File: config.mk
export PLATFORM = sky130hd
export DESIGN_NAME = conv_pool_sched
export DESIGN_NICKNAME = d
export VERILOG_FILES = /design/src/rtl/conv_pool_sched.sv
export SDC_FILE = /design/constraint.sdc
export NUM_CORES = 1
export LEC_CHECK = 0
export CAP_MARGIN = 20
export CORE_MARGIN = 8
export CORE_UTILIZATION = 60
export CTS_BUF_LIST = sky130_fd_sc_hd__clkbuf_8
export CTS_CLUSTER_SIZE = 25
export DETAILED_ROUTE_END_ITERATION = 16
export GPL_ROUTABILITY_DRIVEN = 0
export GPL_TIMING_DRIVEN = 0
export PLACE_DENSITY = 0.84
export SYNTH_ARGS = -nofsm -noshare
export SYNTH_HDL_FRONTEND = slang
export SYNTH_SLANG_ARGS = --single-unit
export TNS_END_PERCENT = 5
File: constraint.sdc
create_clock -name clk -period 5.5 [get_ports clk]
set_input_delay 1.1 -clock clk [delete_from_list [all_inputs] [get_ports clk]]
set_output_delay 1.1 -clock clk [all_outputs]
set_load 0.01 [all_outputs]
File: src/rtl/conv_pool_sched.sv
// rtl/conv_pool_sched.sv - window issue sequencer for the stride-2 conv/pool datapath
// Walks output tiles, issues 4x4 window reads and tags results through a PIPE_LAT delay line.
module conv_pool_sched #(
  parameter int PIPE_LAT = 4,
  parameter int ADDR_W   = 16
) (
  input  logic              clk,
  input  logic              rst,
  input  logic              start,
  input  logic              pause,
  input  logic              abort,
  input  logic [7:0]        cfg_img_w,
  input  logic [7:0]        cfg_img_h,
  input  logic [ADDR_W-1:0] cfg_in_base,
  input  logic [ADDR_W-1:0] cfg_out_base,
  output logic              busy,
  output logic              done,
  output logic              err,
  output logic              input_re,
  output logic [ADDR_W-1:0] input_addr,
  output logic              output_we,
  output logic [ADDR_W-1:0] output_addr
);

  typedef enum logic [1:0] {IDLE, ISSUE, DRAIN, FIN} state_t;

  state_t            state;
  logic [7:0]        w_r, ow_r, oh_r, col, row;
  logic [ADDR_W-1:0] addr_r, row_base, oaddr_r;
  logic [PIPE_LAT-1:0] dl_v;
  logic [ADDR_W-1:0] dl_a [PIPE_LAT];

  logic              is_idle, cfg_ok, launch, kill, issue, last_col, last_row;
  logic [7:0]        w_src, ow_src, oh_src, col_src, row_src;
  logic [ADDR_W-1:0] a_src, rb_src, o_src, row_step;

  // In IDLE the first window is issued straight from the cfg inputs, so every
  // counter source is muxed between the live config and the running registers.
  always_comb begin
    is_idle  = (state == IDLE);
    cfg_ok   = !cfg_img_w[0] && !cfg_img_h[0] && (cfg_img_w >= 8'd4) && (cfg_img_h >= 8'd4);
    launch   = is_idle && start && cfg_ok;
    kill     = abort && !is_idle;
    issue    = launch || ((state == ISSUE) && !pause && !abort);
    w_src    = is_idle ? cfg_img_w : w_r;
    ow_src   = is_idle ? ((cfg_img_w - 8'd2) >> 1) : ow_r;
    oh_src   = is_idle ? ((cfg_img_h - 8'd2) >> 1) : oh_r;
    col_src  = is_idle ? 8'd0 : col;
    row_src  = is_idle ? 8'd0 : row;
    a_src    = is_idle ? cfg_in_base : addr_r;
    rb_src   = is_idle ? cfg_in_base : row_base;
    o_src    = is_idle ? cfg_out_base : oaddr_r;
    last_col = (col_src == ow_src - 8'd1);
    last_row = (row_src == oh_src - 8'd1);
    row_step = rb_src + (ADDR_W'(w_src) << 1);
  end

  always_ff @(posedge clk or negedge rst) begin
    if (!rst) begin
      state       <= IDLE;
      w_r         <= '0;
      ow_r        <= '0;
      oh_r        <= '0;
      col         <= '0;
      row         <= '0;
      addr_r      <= '0;
      row_base    <= '0;
      oaddr_r     <= '0;
      dl_v        <= '0;
      for (int i = 0; i < PIPE_LAT; i++) dl_a[i] <= '0;
      busy        <= 1'b0;
      done        <= 1'b0;
      err         <= 1'b0;
      input_re    <= 1'b0;
      input_addr  <= '0;
      output_we   <= 1'b0;
      output_addr <= '0;
    end else begin
      err      <= is_idle && start && !cfg_ok;
      done     <= 1'b0;
      input_re <= issue;

      for (int i = PIPE_LAT - 1; i > 0; i--) begin
        dl_v[i] <= dl_v[i-1];
        dl_a[i] <= dl_a[i-1];
      end
      dl_v[0]   <= issue;
      dl_a[0]   <= o_src;
      output_we <= dl_v[PIPE_LAT-1];
      if (dl_v[PIPE_LAT-1] && !kill) output_addr <= dl_a[PIPE_LAT-1];

      if (launch) begin
        w_r  <= cfg_img_w;
        ow_r <= ow_src;
        oh_r <= oh_src;
        busy <= 1'b1;
      end

      if (issue) begin
        input_addr <= a_src;
        oaddr_r    <= o_src + ADDR_W'(1);
        if (last_col) begin
          col      <= 8'd0;
          row      <= row_src + 8'd1;
          row_base <= row_step;
          addr_r   <= row_step;
        end else begin
          col      <= col_src + 8'd1;
          row      <= row_src;
          row_base <= rb_src;
          addr_r   <= a_src + ADDR_W'(2);
        end
        state <= (last_col && last_row) ? DRAIN : ISSUE;
      end

      case (state)
        DRAIN: if (dl_v == '0) begin
          done  <= 1'b1;
          state <= FIN;
        end
        FIN: begin
          busy  <= 1'b0;
          state <= IDLE;
        end
        default: ;
      endcase

      // Abort discards everything in flight; nothing already issued is written back.
      if (kill) begin
        state     <= IDLE;
        busy      <= 1'b0;
        done      <= 1'b0;
        input_re  <= 1'b0;
        output_we <= 1'b0;
        dl_v      <= '0;
      end
    end
  end

endmodule

==> impl_results.md, run 1 <==
- Status: completed
- Worst EP arrival: ~5.7 ns
- Synth Flop Type: dfrtp_1
- Number of antenna violations at the first check in global routing: 0
- Final Skew: approximately 0.012 ns
- Worst-Margin Slew: 0.7851 ns
- Deepest clock path buffer count: 2
- FF-to-FF path depth: 20
- Fin crit period: 5.361 ns
- Initial cell density of the core: 0.6071
- Crit Path Category: reg2reg
- Most frequent cell after synthesis: dfrtp_1
- Synth cell types: 67
- Crit path launch type: flop
- Sequential share of the synthesized area: 0.5089
- Worst Hold Path Cells: 0
- Resized cells post-CTS: 4
- VDD IR max: ~0.16 mV
- CP Max Fanout: 19
- H-tree levels: 4
- Final nets: 1172
- Die area: 0.02019 mm²
- CTS clk-pin slew, worst paths: 0.11 ns
- Synthesized area per cell: about 9.6 µm²
- CTS Hold Buffers Added: 0
- Iteration-0 DRC Markers: approximately 830
- Worst Setup End Kind: flop
- Tot GR Track Use: 0.2556
- Pleak: 4.933 nW
- Total Neg Setup Slack: 0 ns
- Synth async-reset ratio: 1.000
- Post-synth top area share: 0.5089
- Fin area: 0.01110 mm²
- Max Slew Vio Count: 0
- Cell Pwr Density: about 350 mW/mm²
- Sink Count: 194
- Syn Std Cell Area: roughly 0.0095 mm²
- Routed vias: 8034
- Hold WS: 0.3527 ns
- Post-synth top cells: 194 x dfrtp_1, 175 x nand2_1, 85 x nor2_1
- Type of the most critical hold path: reg2reg
- Pin count of the biggest net entering global routing: 108
- Remaining DRCs: 0
- GRT overflow: 0
- Port Buf Inserts: 87
- Post-synth top area cell: dfrtp_1
- Number of synthesized flops with an enable pin: 0
- Max Clk Rate: 0.1865 GHz
- Core area: 0.01571 mm²
- Placed Area: 0.01071 mm²
- First drt pass iteration count: 5
- RSZ-0062 raised after global routing: false
- Antenna cell count: 0
- Warnings from Yosys: 0
- Footprint of the multi-input gates: 0.004343 mm²
- Root Buffer: clkbuf_8
- Synth top area cells: dfrtp_1 51%, nand2_1 6.9%, xnor2_1 3.9%
- Syn Nets: between 1000 and 1500
- Power, Total: a little under 4 mW
- # fillers: approximately 1200
- Clock Latency Late Sink: 0.48 ns
- Detailed Place HPWL: 18.33 mm
- CTS tree: built
- Final core utilization: 0.7066
- Detailed-route vias per instance: 6.036
- Synth Instances: roughly 1000
- Avg WL per Cell: about 19 µm
- #FFs+latches synth: 194
- P&R area growth vs syn: 16.40%
- MaxCap Viol Count: 0
- Total clock buffers created by CTS: 17
- Final Cycle Share: 0.9747
- Ports: 90
- FF/Latch Area: 0.004855 mm²
- Share of cells above drive strength 1: 0.08072
- Req. time, crit path: 5.87 ns
- Max-slew headroom: 0.4766
- Post-CTS setup buffers: 0
- # setup viols final: 0
- Final WL: 25.16 mm
- Vias in the first global route: about 8000
- First-pass GRT wire length: 40.10 mm
- Post-DRT Antenna Nets: 0
- Die X: 142.1 µm
- Hold Vio Cnt, Final: 0
- Num rows: 46
- Chip Height: 142.1 µm
-- worst paths after layout --
check                         start            to  slack (ns)
max                        state[0]  row_base[15]        0.14
min                        dl_a[54]      dl_a[38]        0.35
max reg2reg                state[0]  row_base[15]        0.14
min reg2reg                dl_a[54]      dl_a[38]        0.35
max in group asynchronous       rst   row_base[1]        3.96
min in group asynchronous       rst      dl_a[19]        0.61
-- final cells by class --
cell class	count	share of cell area
multi-input cells	721	0.3911
flip-flops and latches	194	0.4372
clock inverters	14	0.01228
plain buffers	52	0.02186
inverters	28	0.009466
clock buffers	18	0.02231
repair buffers	88	0.08136
well taps	216	0.02434
-- kinds of logic (layout without fill, tap and decap cells) --
| group | after synthesis | in the layout | share of synthesized area |
|---|---|---|---|
| AND/OR/NAND/NOR | 403 | 403 | 0.1953 |
| AO/OA/AOI/OAI | 194 | 194 | 0.1310 |
| flip-flops | 194 | 194 | 0.5089 |
| buffers and inverters | 82 | 200 | 0.03633 |
| XOR/XNOR | 72 | 72 | 0.06611 |
| multiplexers | 35 | 35 | 0.03922 |
| adder cells (fa/ha/maj) | 17 | 17 | 0.02308 |
-- per-stage QoR --
stage	setup slack, ns	instances
detailed placement	-0.9171	1301
floorplan	1.229	997
global route	0.002989	1331
finish	0.1390	1331
CTS	0.002160	1332
global placement	-4.556	1300
-- routing by layer --
layer / vias up / track usage / share of wire
li1: 3662 / - / -
met1: 3891 / 0.3185 / 0.40
met2: 399 / 0.4302 / 0.49
met3: 82 / 0.04059 / 0.078
met4: 0 / 0.1170 / 0.032
met5: - / 0 / 0
-- where the power goes --
group | total, mW | switching [mW] | internal, mW | leakage (nW)
clock | 0.905 | 0.556 | 0.349 | 0.193
combinational | 1.06 | 0.555 | 0.500 | 2.41
sequential | 1.91 | 0.183 | 1.73 | 2.33
-- worst max-delay path: stages (launching register included) --
cell and delay, ns:
dfrtp_1 0.38, buf_2 0.27, or2_2 0.21, buf_2 0.33
buf_2 0.35, buf_2 0.36, buf_2 0.34, clkbuf_4 0.36
nand2_1 0.08, nand2_1 0.12, ha_1 0.24, inv_1 0.08
fa_1 0.40, nor2b_1 0.18, o21ai_0 0.17, o211ai_1 0.36
nand4_1 0.21, nor3b_2 0.34, nand4_1 0.16, a211oi_1 0.23
nor3b_1 0.08
-- placed cells by master, fill, tap and decap left out, types with 5 or more instances in the layout --
| cell type | netlist | layout |
|---|---|---|
| o211ai_1 | 8 | 8 |
| o311ai_0 | 6 | 6 |
| mux2_2 | 19 | 19 |
| ha_1 | 16 | 16 |
| nor4_1 | 9 | 9 |
| nor2_1 | 85 | 85 |
| a31oi_1 | 19 | 19 |
| buf_2 | 13 | 16 |
| nand4_1 | 9 | 9 |
| o31ai_1 | 7 | 7 |
| clkdlybuf4s50_1 | 0 | 86 |
| buf_1 | 9 | 6 |
| nor2b_1 | 6 | 6 |
| inv_8 | 0 | 5 |
| and3_1 | 15 | 15 |
| inv_1 | 27 | 27 |
| dfrtp_1 | 194 | 194 |
| mux2i_1 | 16 | 16 |
| a211o_1 | 7 | 7 |
| clkbuf_8 | 0 | 18 |
| nor3b_1 | 8 | 7 |
| xor2_1 | 29 | 29 |
| a21o_1 | 7 | 7 |
| nand2_1 | 175 | 175 |
| o21ai_0 | 38 | 38 |
| xnor2_1 | 43 | 43 |
| and2_1 | 15 | 15 |
| a21boi_0 | 9 | 9 |
| nor3_1 | 29 | 29 |
| nand3_1 | 28 | 28 |
| o21a_1 | 5 | 5 |
| clkbuf_1 | 28 | 24 |
| a21oi_1 | 57 | 57 |
-- sequential cells by signal, summed over array words and instances (netlist names) --
signal       flops
addr_r          16
busy             1
col              8
dl_a            64
dl_v             4
done             1
err              1
input_addr      16
oaddr_r         16
oh_r             8
output_addr     16
output_we        1
ow_r             8
row              8
row_base        16
state            2
w_r              8
(Power assumes the default switching activity.)
==> run 2, diff against run 1 <==
--- a/config.mk
+++ b/config.mk
@@ -7,13 +7,12 @@
 export LEC_CHECK = 0
 export CAP_MARGIN = 20
 export CORE_MARGIN = 8
-export CORE_UTILIZATION = 60
-export CTS_BUF_LIST = sky130_fd_sc_hd__clkbuf_8
+export CORE_UTILIZATION = 58
 export CTS_CLUSTER_SIZE = 25
 export DETAILED_ROUTE_END_ITERATION = 16
 export GPL_ROUTABILITY_DRIVEN = 0
 export GPL_TIMING_DRIVEN = 0
-export PLACE_DENSITY = 0.84
+export PLACE_DENSITY = 0.82
 export SYNTH_ARGS = -nofsm -noshare
 export SYNTH_HDL_FRONTEND = slang
 export SYNTH_SLANG_ARGS = --single-unit
==> run 2 against run 1 <==
Effect of this change:
- critical path depth shrank 1
- global-route usage up 0.18 points
- largest cell class unchanged
- register-to-register slack hardly changed
- largest power group unchanged
- power increased by 9.2%
==> impl_results.md, run 2 (same netlist as run 1, synthesis figures left out) <==
- Dpl cells: 1305
- Worst Setup End Kind: flop
- Gate power share: 0.250
- Worst-Margin Slew: about 0.8 ns
- Hold Vio Cnt, Final: 0
- CTS tree: built
- P&R area growth vs syn: 18.77%
- GRT overflow: 0
- Final Cycle Share: 0.9758
- Final nets: 1171
- MaxCap Viol Count: 0
- Port Buf Inserts: 87
- Worst setup path start: state[0]
- Final core utilization: 0.6930
- Root Buffer: clkbuf_16
- Crit path launch type: flop
- Pin count of the biggest net entering global routing: 123
- Total Neg Setup Slack: 0 ns
- Antenna cell count: 0
- Req. time, crit path: 5.83 ns
- Core area: ~0.016 mm²
- Hold WS: between 0.3 and 0.4 ns
- Vias in the first global route: 8079
- Max Clk Rate: 0.1863 GHz
- First drt pass iteration count: 8
- Hold Startpoint: dl_a[36]
- VDD IR max: 0.2589 mV
- Crit-path cells: buf_2 -> or2_2 -> buf_2 -> clkbuf_2 -> clkbuf_2 -> buf_2 -> nand2_1 -> nand2_1 -> ha_1 -> inv_1 -> fa_1 -> nor2b_1 -> o21ai_0 -> o211ai_1 -> nand4_1 -> nor3b_1 -> nand4_1 -> a211oi_1 -> nor3b_1
- Worst EP arrival: 5.69 ns
- NetSw: 1.378 mW
- # setup viols final: 0
- Fin cells: 1334
- CP Max Fanout: 28
- Int Pwr: 2.847 mW
- Register share of total power: 0.453
- Share of cells above drive strength 1: 0.08079
- Fin area: 0.01133 mm²
- Slowest-stage cell, CP: buf_2
- Total clock buffers created by CTS: 17
- Number of antenna violations at the first check in global routing: 0
- Chip Height: 144.2 µm
- Sink Count: 194
- Die area: about 0.021 mm²
- Number of flip-flops under the largest register name: 64
- Tot GR Track Use: 0.2574
- Num rows: 47
- FF-to-FF Start: state[0]
- Top reg by flops: dl_a
- Commonest non-fill, non-tap cells in the layout: 194 x dfrtp_1, 175 x nand2_1, 86 x clkdlybuf4s50_1
- Clock Latency Late Sink: 0.45 ns
- Initial cell density of the core: 0.5835
- Buffer and inverter count on the worst path: 6
- Iteration-0 DRC Markers: 788
- Type of the most critical hold path: reg2reg
- Die X: 144.2 µm
- Status: completed
- Pleak: slightly above 5 nW
- Fin crit period: 5.367 ns
- Clock power share: 0.297
- Max Slew Vio Count: 0
- Remaining DRCs: 0
- CTS Hold Buffers Added: 0
- Switching share of power: 0.3261
- Avg WL per Cell: 19.26 µm
- Worst stage delay on the critical path: about 0.57 ns
- H-tree levels: 4
- Commonest non-fill, non-tap cell in the layout: dfrtp_1
- CTS clk-pin slew, worst paths: ~0.080 ns
- Crit Path Category: reg2reg
- Final Skew: 0.01214 ns
- Max-slew headroom: 0.4648
- Ports: 90
- Detailed-route vias per instance: ~6.0
- Post-CTS setup buffers: 0
- RSZ-0062 raised after global routing: false
- Placed Area: 0.01072 mm²
- Cell mode on critical path: buf_2
- Cell Pwr Density: between 300 and 400 mW/mm²
- Crit-path leading delay family: buffers and inverters
- Routed vias: 7969
- Final WL: between 20 and 30 mm
- Deepest clock path buffer count: 2
- First-pass GRT wire length: 40.90 mm
- Post-DRT Antenna Nets: 0
- Detailed Place HPWL: 18.47 mm
## run 2: changes by cell type in the layout (fill, tap and decap cells not counted), moves of 2 or more
cell / previous run / this run
inv_8: 5 / 3
clkinv_8: 1 / 7
clkbuf_16: 0 / 17
clkbuf_2: 1 / 5
buf_2: 16 / 14
clkbuf_1: 24 / 22
clkbuf_8: 18 / 0
## run 2: cell type report
type | count | area, µm²
multi-input cells | 721 | 4338
clock inverters | 15 | 190.2
plain buffers | 51 | 237.7
fillers | 1303 | 5019
inverters | 28 | 105.1
clock buffers | 17 | 425.4
well taps | 220 | 275.3
flip-flops and latches | 194 | 4855
repair buffers | 88 | 903.4
## run 2: power by group through the flow
stage / combinational (mW) / clock [mW] / sequential (mW)
2_1_floorplan: 0.586 / 0 / 1.93
3_3_place_gp: 1.01 / 0 / 1.92
3_5_place_dp: 1.05 / 0 / 1.94
4_1_cts: 1.06 / 1.27 / 1.91
6_report: 1.06 / 1.25 / 1.91
5_1_grt: 1.15 / 1.32 / 1.95
## run 2: timing repair
item                                    CTS  global route
hold endpoints to repair                  0             0
gates cloned                              0             0
resized for setup                         3             6
endpoints found under the setup margin   49            41
## run 2: stage by stage
stage	setup WS [ns]	power (mW)
3_3_place_gp	-4.637	2.933
4_1_cts	0.1077	4.234
3_5_place_dp	-0.7918	2.987
6_report	0.1332	4.225
5_1_grt	0.007857	4.420
2_1_floorplan	1.229	2.520
## run 2: worst reg2reg max path, cell delays in order (launching register included)
cell and delay [ns]:
dfrtp_1 0.36, buf_2 0.25, or2_2 0.20, buf_2 0.34, clkbuf_2 0.35, clkbuf_2 0.37
buf_2 0.57, nand2_1 0.11, nand2_1 0.14, ha_1 0.24, inv_1 0.07, fa_1 0.38
nor2b_1 0.18, o21ai_0 0.17, o211ai_1 0.38, nand4_1 0.19, nor3b_1 0.42, nand4_1 0.17
a211oi_1 0.25, nor3b_1 0.09
## run 2: worst paths after layout
check | end | slack (ns) | cells past startpoint
worst max-delay path | row_base[15] | 0.13 | 19
worst min-delay path | dl_a[20] | 0.35 | 0
worst max register to register | row_base[15] | 0.13 | 19
worst min register to register | dl_a[20] | 0.35 | 0
max in group asynchronous | addr_r[9] | 3.92 | 2
min in group asynchronous | output_addr[2] | 0.61 | 1
## run 2: routing by layer
layer	up-vias	wire length, µm	GRT usage
met5	-	0	0
met4	0	925	0.1325
met3	71	1934	0.04292
met2	376	12610	0.4305
met1	3866	10230	0.3166
li1	3656	-	-
==> run 3, diff against run 2 <==
--- a/config.mk
+++ b/config.mk
@@ -7,12 +7,13 @@
 export LEC_CHECK = 0
 export CAP_MARGIN = 20
 export CORE_MARGIN = 8
-export CORE_UTILIZATION = 58
+export CORE_UTILIZATION = 45
 export CTS_CLUSTER_SIZE = 25
 export DETAILED_ROUTE_END_ITERATION = 16
 export GPL_ROUTABILITY_DRIVEN = 0
 export GPL_TIMING_DRIVEN = 0
-export PLACE_DENSITY = 0.82
+export PLACE_DENSITY = 0.66
+export SETUP_SLACK_MARGIN = 0.05
 export SYNTH_ARGS = -nofsm -noshare
 export SYNTH_HDL_FRONTEND = slang
 export SYNTH_SLANG_ARGS = --single-unit
==> run 3 against run 2 <==
Effect of this change:
- clock skew grew 0.00062 ns
- utilization is 15 points lower
- cell area rose by 0.94%
- final cell count is 4.2% higher
- non-clock buffer count up 1
- maximum frequency is 3.6% higher
- highest routed layer unchanged
- die area is 26% higher
- count of clock-buffer cells in the layout did not move
- first-iteration DRC count shrank 28%
- wire length rose by 1.9%
==> impl_results.md, run 3 (same netlist as run 1, synthesis figures left out) <==
- Final Skew: 0.01276 ns
- Pin count of the biggest net entering global routing: 109
- Final WL: 26.18 mm
- Power, Total: 4.263 mW
- Die X: about 160 µm
- Hold WS: 0.3502 ns
- First drt pass iteration count: 5
- Commonest non-fill, non-tap cells in the layout: 194 x dfrtp_1, 175 x nand2_1, 86 x clkdlybuf4s50_1
- # setup viols final: 0
- Iteration-0 DRC Markers: between 500 and 600
- # fillers: 1946
- Antenna cell count: 0
- H-tree levels: 4
- Num rows: between 50 and 60
- DR WL met2: 12.64 mm
- Max Clk Rate: 0.1930 GHz
- Clock Latency Late Sink: 0.45 ns
- Placed Area: 0.01079 mm²
- Vias in the first global route: 7853
- Remaining DRCs: 0
- Port Buf Inserts: 87
- Worst-Margin Slew: 0.8412 ns
- Status: completed
- Slowest-stage cell, CP: clkbuf_1
- CTS tree: built
- Post-CTS setup buffers: 0
- Max-slew headroom: 0.4392
- Worst stage delay on the critical path: 0.48 ns
- Crit Path Category: reg2reg
- GRT overflow: 0
- Total clock buffers created by CTS: 17
- Top reg by flops: dl_a
- Core area: 0.02089 mm²
- Total Neg Setup Slack: 0 ns
- CTS clk-pin slew, worst paths: 0.08 ns
- Detailed Place HPWL: 18.94 mm
- Die area: approximately 0.026 mm²
- FF/Latch Area: 0.004855 mm²
- Chip Height: 161.6 µm
- Avg WL per Cell: 18.83 µm
- Sink Count: 194
- Ports: 90
- Root Buffer: clkbuf_16
- Req. time, crit path: 5.83 ns
- Initial cell density of the core: 0.4567
- Cell Pwr Density: 372.7 mW/mm²
- Hold Vio Cnt, Final: 0
- Dpl cells: between 1000 and 1500
- Worst Setup End Kind: flop
- RSZ-0062 raised after global routing: false
- Commonest non-fill, non-tap cell in the layout: dfrtp_1
- WL met3: 1.577 mm
- Final nets: 1172
- Fin area: 0.01144 mm²
- Fin cells: 1390
- First-pass GRT wire length: 42.52 mm
- Pleak: roughly 5.0 nW
- Final Cycle Share: 0.9423
- Tot GR Track Use: 0.2064
- Crit-path cells: buf_2 -> or2_2 -> buf_2 -> clkbuf_1 -> clkbuf_2 -> clkbuf_2 -> nand2_1 -> nand2_1 -> ha_1 -> inv_1 -> fa_1 -> nor2b_1 -> o21ai_0 -> o211ai_1 -> nand4_1 -> nor3b_2 -> nand4_1 -> a211oi_1 -> nor3b_1
- Crit path launch type: flop
- Max Slew Vio Count: 0
- Share of cells above drive strength 1: 0.08161
- Number of antenna violations at the first check in global routing: 0
- Top Metal Used: met4
- Routed vias: approximately 7800
- Wl on met1: 11.52 mm
- Post-DRT Antenna Nets: 0
- Fin crit period: 5.183 ns
- MaxCap Viol Count: 0
- VDD IR max: 0.2089 mV
- CP Max Fanout: 10
- P&R area growth vs syn: 19.88%
- Deepest clock path buffer count: 2
- Footprint of the multi-input gates: about 0.0043 mm²
- Number of flip-flops under the largest register name: 64
- Worst EP arrival: roughly 5.5 ns
- Detailed-route vias per instance: 5.613
- Type of the most critical hold path: reg2reg
run 3: changes by cell type in the layout (fill, tap and decap cells not counted), sizes merged:
cell	delta
clkinvlp	-1
buf	+1
clkinv	-1
inv	+2
run 3: stage by stage:
stage / worst slack (ns) / utilization
floorplan: 1.229 / -
global placement: -4.902 / 0.5148
detailed placement: -1.161 / 0.5164
CTS: 0.08597 / 0.5478
global route: 0.08865 / 0.5475
finish: 0.3174 / 0.5475
run 3: per-layer routing:
metal	vias to the layer above	GRT usage
met1	3861	0.2677
met4	0	0.05682
met3	48	0.04505
met2	225	0.3426
met5	-	0
li1	3668	-
run 3: worst max-delay path: cells and delay by family, from the launching register on:
family	cells	cell delay, ns
buf+inv	6	1.88
fa+ha+maj	2	0.62
compound gates	3	0.79
simple gates	8	1.39
flops	1	0.36
run 3: where the power goes:
group	switching, mW	internal [mW]
Clock	0.664	0.635
Sequential	0.179	1.73
Combinational	0.555	0.502
Total	1.40	2.86
run 3: layout make-up:
cell class | count | area share
clock inverter | 15 | 0.01849
sequential | 194 | 0.4245
buffer | 52 | 0.02177
clock buffer | 17 | 0.03720
timing repair buffer | 88 | 0.07899
inverter | 28 | 0.009190
multi-input combinational | 721 | 0.3798
tap | 275 | 0.03009
run 3: what timing repair did:
item / 4_1_cts / 5_1_grt
resized for setup: 10 / 2
hold buffers: 0 / 0
cloned: 0 / 0
endpoints found under the setup margin: 49 / 7
run 3: final timing paths:
path,from,endpoint,slack (ns),cells past startpoint
worst max register to register,state[0],row_base[15],0.32,19
max in group asynchronous,rst,row_base[8],3.94,2
min in group asynchronous,rst,dl_a[17],0.63,1
worst min register to register,dl_a[34],dl_a[18],0.35,0
worst max-delay path,state[0],row_base[15],0.32,19
worst min-delay path,dl_a[34],dl_a[18],0.35,0
